`config.mk`:
```
export PLATFORM = sky130hd
export DESIGN_NAME = dmem_port_sequencer
export DESIGN_NICKNAME = d
export VERILOG_FILES = /design/src/rtl/dmem_seq_pkg.sv /design/src/rtl/rr_arb2.sv /design/src/rtl/dmem_port_sequencer.sv
export SDC_FILE = /design/constraint.sdc
export NUM_CORES = 1
export LEC_CHECK = 0
export CAP_MARGIN = 30
export CORE_MARGIN = 1
export CORE_UTILIZATION = 63
export DETAILED_ROUTE_END_ITERATION = 7
export DONT_BUFFER_PORTS = 1
export HOLD_SLACK_MARGIN = 0.1
export PLACE_DENSITY_LB_ADDON = 0.1
export REMOVE_ABC_BUFFERS = 1
export SKIP_CTS_REPAIR_TIMING = 1
export SYNTH_ARGS = -nofsm -noshare
export SYNTH_HDL_FRONTEND = slang
export SYNTH_HIERARCHICAL = 1
export SYNTH_SLANG_ARGS = --single-unit
```
`constraint.sdc`:
```
create_clock -name clk -period 2.1 [get_ports clk]
set_input_delay 0.42 -clock clk [delete_from_list [all_inputs] [get_ports clk]]
set_output_delay 0.42 -clock clk [all_outputs]
set_load 0.03 [all_outputs]
```
`src/rtl/dmem_seq_pkg.sv`:
```
// Shared types and helpers for the byte-sequenced data-memory port.
// Beats are numbered from the most significant byte (big-endian).
package dmem_seq_pkg;

    typedef enum logic [1:0] {
        IDLE    = 2'd0,
        ACCESS  = 2'd1,
        RD_TAIL = 2'd2,
        ACK     = 2'd3
    } state_t;

    localparam logic PORT_P = 1'b0;
    localparam logic PORT_D = 1'b1;
    localparam int   BEATS  = 4;

    // Beat 0 carries bits 31:24, beat 3 carries bits 7:0.
    function automatic logic [7:0] byte_lane(input logic [31:0] word, input logic [1:0] beat);
        return word[8*(BEATS-1-int'(beat)) +: 8];
    endfunction

endpackage

```
`src/rtl/rr_arb2.sv`:
```
// Two-way round-robin arbiter; on contention it grants the port not granted last.
// last_grant only moves when the caller accepts a grant via advance.
module rr_arb2
    import dmem_seq_pkg::*;
(
    input  logic       clk,
    input  logic       reset,
    input  logic [1:0] req,
    input  logic       advance,
    output logic       gnt_valid,
    output logic       gnt_id
);

    logic last_grant_reg;

    always_comb begin
        gnt_valid = |req;
        if (req[PORT_P] && req[PORT_D]) begin
            gnt_id = ~last_grant_reg;
        end else if (req[PORT_D]) begin
            gnt_id = PORT_D;
        end else begin
            gnt_id = PORT_P;
        end
    end

    always_ff @(posedge clk) begin
        if (!reset) begin
            last_grant_reg <= PORT_D;
        end else if (advance && gnt_valid) begin
            last_grant_reg <= gnt_id;
        end
    end

endmodule

```
`src/rtl/dmem_port_sequencer.sv`:
```
// Shares a byte-wide big-endian data memory between the pipeline (P) and DMA (D)
// word ports, sequencing each 32-bit access as four byte beats.
module dmem_port_sequencer
    import dmem_seq_pkg::*;
#(
    parameter int DEPTH  = 32,
    parameter int ADDR_W = 5
) (
    input  logic              clk,
    input  logic              reset,
    input  logic              p_req,
    input  logic              p_we,
    input  logic [31:0]       p_addr,
    input  logic [31:0]       p_wdata,
    output logic [31:0]       p_rdata,
    output logic              p_ack,
    output logic              p_err,
    output logic              p_stall,
    input  logic              d_req,
    input  logic              d_we,
    input  logic [31:0]       d_addr,
    input  logic [31:0]       d_wdata,
    output logic [31:0]       d_rdata,
    output logic              d_ack,
    output logic              d_err,
    output logic [ADDR_W-1:0] mem_addr,
    output logic              mem_re,
    output logic              mem_we,
    output logic [7:0]        mem_wdata,
    input  logic [7:0]        mem_rdata
);

    state_t            state_reg, state_next;
    logic [1:0]        beat_reg, beat_next;
    logic              port_reg;
    logic              we_reg;
    logic              err_reg;
    logic [ADDR_W-1:0] base_reg;
    logic [31:0]       wdata_reg;
    logic [23:0]       asm_reg;
    logic              rd_pend_reg;

    logic              arb_advance;
    logic              gnt_valid;
    logic              gnt_id;
    logic              sel_we;
    logic [31:0]       sel_addr;
    logic [31:0]       sel_wdata;
    logic              sel_bad;

    logic [1:0]        ack_vec;
    logic [1:0]        err_vec;
    logic [1:0][31:0]  rdata_vec;

    rr_arb2 u_arb (
        .clk       (clk),
        .reset     (reset),
        .req       ({d_req, p_req}),
        .advance   (arb_advance),
        .gnt_valid (gnt_valid),
        .gnt_id    (gnt_id)
    );

    assign sel_we    = (gnt_id == PORT_D) ? d_we    : p_we;
    assign sel_addr  = (gnt_id == PORT_D) ? d_addr  : p_addr;
    assign sel_wdata = (gnt_id == PORT_D) ? d_wdata : p_wdata;
    // Full 32-bit compare so high address bits cannot alias into the memory.
    assign sel_bad   = (sel_addr[1:0] != 2'b00) || (sel_addr > 32'(DEPTH - BEATS));

    always_comb begin
        state_next  = state_reg;
        beat_next   = beat_reg;
        arb_advance = 1'b0;
        mem_addr    = '0;
        mem_re      = 1'b0;
        mem_we      = 1'b0;
        mem_wdata   = 8'h00;
        case (state_reg)
            IDLE: begin
                arb_advance = 1'b1;
                if (gnt_valid) begin
                    beat_next  = 2'd0;
                    state_next = sel_bad ? ACK : ACCESS;
                end
            end
            ACCESS: begin
                mem_addr  = base_reg + ADDR_W'(beat_reg);
                beat_next = beat_reg + 2'd1;
                if (we_reg) begin
                    mem_we    = 1'b1;
                    mem_wdata = byte_lane(wdata_reg, beat_reg);
                end else begin
                    mem_re = 1'b1;
                end
                if (beat_reg == 2'(BEATS - 1)) begin
                    state_next = we_reg ? ACK : RD_TAIL;
                end
            end
            RD_TAIL: state_next = ACK;
            ACK:     state_next = IDLE;
            default: state_next = IDLE;
        endcase
    end

    always_ff @(posedge clk) begin
        if (!reset) begin
            state_reg   <= IDLE;
            beat_reg    <= 2'd0;
            port_reg    <= PORT_P;
            we_reg      <= 1'b0;
            err_reg     <= 1'b0;
            base_reg    <= '0;
            wdata_reg   <= 32'h0;
            asm_reg     <= 24'h0;
            rd_pend_reg <= 1'b0;
        end else begin
            state_reg   <= state_next;
            beat_reg    <= beat_next;
            rd_pend_reg <= mem_re;
            if (rd_pend_reg) begin
                asm_reg <= {asm_reg[15:0], mem_rdata};
            end
            if (state_reg == IDLE && gnt_valid) begin
                port_reg  <= gnt_id;
                we_reg    <= sel_we;
                err_reg   <= sel_bad;
                base_reg  <= sel_addr[ADDR_W-1:0];
                wdata_reg <= sel_wdata;
            end
        end
    end

    genvar gi;
    generate
        for (gi = 0; gi < 2; gi++) begin : g_port
            logic [31:0] rdata_reg;

            // The last byte is still on mem_rdata in RD_TAIL, so it is merged directly.
            always_ff @(posedge clk) begin
                if (!reset) begin
                    rdata_reg <= 32'h0;
                end else if (state_reg == RD_TAIL && port_reg == 1'(gi)) begin
                    rdata_reg <= {asm_reg, mem_rdata};
                end
            end

            assign rdata_vec[gi] = rdata_reg;
            assign ack_vec[gi]   = (state_reg == ACK) && (port_reg == 1'(gi));
            assign err_vec[gi]   = ack_vec[gi] && err_reg;
        end
    endgenerate

    assign p_ack   = ack_vec[PORT_P];
    assign d_ack   = ack_vec[PORT_D];
    assign p_err   = err_vec[PORT_P];
    assign d_err   = err_vec[PORT_D];
    assign p_rdata = rdata_vec[PORT_P];
    assign d_rdata = rdata_vec[PORT_D];
    assign p_stall = p_req & ~p_ack;

endmodule
```
==> flow_summary.json <==
{
  "fin_crit_ns": 2.282,
  "hold_class": "in2reg",
  "fp.dieW_um": 96.74,
  "fin_tns_setup_ns": -1.525,
  "fin_crit_sh_pct": 108.6,
  "yosysSeqAreaShare_pct": 47.44,
  "globalplace.congestion": 0.8408,
  "grt_overflow_total": 0,
  "violations": "negative setup slack",
  "fmax_mhz": 438.3,
  "antenna_found_initial": 0,
  "num_io_pins": 226,
  "pre_cts_ws_ns": 0.1975,
  "status": "finished, violations left",
  "cp.required_ns": 1.68,
  "fin_util_pct": 77.88,
  "die_area_um2": 9358,
  "finalSetupViolCount": 12,
  "grt_max_degree": 85,
  "worstPathArrival_ns": 1.86,
  "core_um2": 8721,
  "synthesis.area_um2": 5654,
  "crit_type": "reg2out",
  "yosysTopAreaCell": "dfxtp_1",
  "cts_tree": "built",
  "maxSlewHeadroom_pct": 62.19,
  "die_h_um": 96.74,
  "dr.pass1.iters": 6,
  "synth_ff_type": "dfxtp_1",
  "synthCells": 639,
  "clk_latency_ns": 0.51,
  "whs_path_depth": 2,
  "hold_path.startpoint": "mem_rdata[7]",
  "clock-root-buffer": "clkbuf_8",
  "worstReg2RegEnd": "state_reg[1]$_SDFFE_PN0P_",
  "async_reset_ff_share_pct": 0,
  "ant_nets": 0,
  "cts.path.max_buffers": 2,
  "hold_viol_final": 0,
  "cts_made_buffers": 17,
  "synth-edff-count": 0,
  "clk_pin_slew_worst_paths_ns": 0.06,
  "fin_total_pwr_w": 0.008591,
  "r2r_slack_ns": 0.29,
  "power_density_nw_per_um2": 1265,
  "avgViaCountPerCell": 5.990,
  "synth_cell_type_count": 40,
  "yosys_warnings": 6,
  "drv_slew": 0,
  "max-vdd-ir-drop_uv": 691.1,
  "rsz0062_at_grt": "true",
  "layout_setup_ws_ns": -0.1815,
  "grt_pass1_wl_mm": 20.56,
  "drt_iter0_drc": 196,
  "nets": 810,
  "worstHoldEndpoint": "asm_reg[7]$_SDFFE_PN0P_",
  "cts.sinks": 134,
  "grt_usage_pct": 27.06,
  "num_vias": 4678,
  "layout-drive-gt1-share_pct": 16.49,
  "drv_cap": 0,
  "power_leakage_nw": 2.426,
  "area_growth_pct": 20.12,
  "reg2regPathDepth": 5,
  "crit_path_max_fanout": 3,
  "worst_pin_slew_ns": 0.5672,
  "synthTopCellsByArea": "dfxtp_1 47%, mux2i_1 11%, nand2_1 8.7%",
  "r2r-start": "u_arb/last_grant_reg$_SDFFE_PN1P_",
  "synth_top_area_share_pct": 47.44,
  "htreeDepth": 4,
  "rows": 34,
  "cp-end-kind": "output port",
  "clock_skew_ns": 0.008642,
  "start_kind": "register",
  "grt_pass1_vias": 4182,
  "routed_wl_mm": 13.31,
  "ys_seq_elements": 134,
  "synthesis.area_per_instance_um2": 8.848,
  "dp_hpwl_mm": 8.465,
  "antennaDiodeCount": 0,
  "numPortBuffers": 0,
  "drc_errors": 0,
  "detail_route.wl_per_cell_um": 17.05,
  "start_util_pct": 64.84
}
[metrics by stage]
stage          cells  hold slack (ns)  area [µm²]
6_report         781          0.07078        6792
2_1_floorplan    591           0.4416        5444
3_3_place_gp     729           0.4550        5858
4_1_cts          761         -0.04332        6460
3_5_place_dp     729           0.4595        5858
5_1_grt          781           0.1083        6792
[cell usage after synthesis, drive strengths merged (7+ instances only)]
master and number:
nor4 8, mux4 8, nand2 131, a21oi 68
nor2 74, and2 15, ha 7, mux2i 63
a211oi 39, buf 23, clkbuf 25, dfxtp 134
[worst max-delay path by stage]
stage	startpoint	endpoint	slack, ns
floorplan	d_req	err_reg$_SDFFE_PN0P_	-4.25
global placement	beat_reg[1]$_SDFFE_PN0P_	mem_wdata[7]	0.23
detailed placement	state_reg[1]$_SDFFE_PN0P_	mem_wdata[1]	0.20
CTS	state_reg[1]$_SDFFE_PN0P_	mem_wdata[1]	-0.41
global route	beat_reg[0]$_SDFFE_PN0P_	mem_addr[4]	-0.26
finish	beat_reg[0]$_SDFFE_PN0P_	mem_addr[4]	-0.18
[power by group]
| part | switching [W] | internal [W] |
|---|---|---|
| clock | 0.00112 | 0.00185 |
| sequential | 0.000393 | 0.00294 |
| combinational | 0.00131 | 0.000984 |
| total | 0.00281 | 0.00578 |
[routing by layer]
layer / routed length [µm] / global-route usage (%) / vias up
li1: - / - / 2233
met1: 5404 / 33.19 / 2220
met2: 6703 / 44.42 / 206
met3: 1011 / 9.465 / 19
met4: 193 / 8.955 / 0
met5: 0 / 0 / -
[cells by family (layout without fill, tap and decap cells)]
kind of cell,count (synthesis),after routing,synth area share [%]
AO/OA/AOI/OAI,119,119,12.77
XOR/XNOR,3,3,0.4648
multiplexers,71,71,14.34
AND/OR/NAND/NOR,251,251,19.03
adder cells (fa/ha/maj),8,8,1.903
flip-flops,134,134,47.44
buffers and inverters,53,87,4.049
[worst max-delay path, cell delays in order (launching register included)]
cell and delay, ns:
dfxtp_4 0.37, ha_4 0.17, fa_2 0.38, nand3_2 0.09, xor2_1 0.14, nor2_1 0.06
buf_4 0.16
[cells in the final DEF, fill, tap and decap left out, types with 3 or more instances in the layout]
| cell | netlist | layout |
|---|---|---|
| nand2_1 | 131 | 131 |
| dfxtp_1 | 134 | 129 |
| nor2_1 | 74 | 74 |
| a21oi_1 | 68 | 68 |
| mux2i_1 | 63 | 63 |
| a211oi_1 | 39 | 39 |
| buf_4 | 0 | 25 |
| clkbuf_16 | 0 | 17 |
| and2_4 | 0 | 10 |
| dlygate4sd3_1 | 0 | 10 |
| buf_6 | 1 | 9 |
| mux4_2 | 8 | 8 |
| nor4_1 | 6 | 6 |
| nor3_1 | 5 | 5 |
| clkinvlp_4 | 0 | 4 |
| and2_1 | 15 | 4 |
| nand4_1 | 4 | 4 |
| ha_1 | 7 | 4 |
| o21ai_0 | 3 | 3 |
| ha_4 | 0 | 3 |
| dfxtp_4 | 0 | 3 |
| clkinv_4 | 0 | 3 |
| inv_6 | 0 | 3 |
| bufinv_16 | 0 | 3 |
| buf_12 | 0 | 3 |
[layout make-up]
| cell class | count | area [µm²] |
|---|---|---|
| fillers | 605 | 1929 |
| multi-input cells | 452 | 2830 |
| inverters | 5 | 23.77 |
| clock inverters | 13 | 170.2 |
| well taps | 108 | 135.1 |
| clock buffers | 19 | 431.7 |
| repair buffers | 50 | 504.2 |
| flip-flops and latches | 134 | 2696 |
No activity file was read; power rests on OpenSTA's default activity.
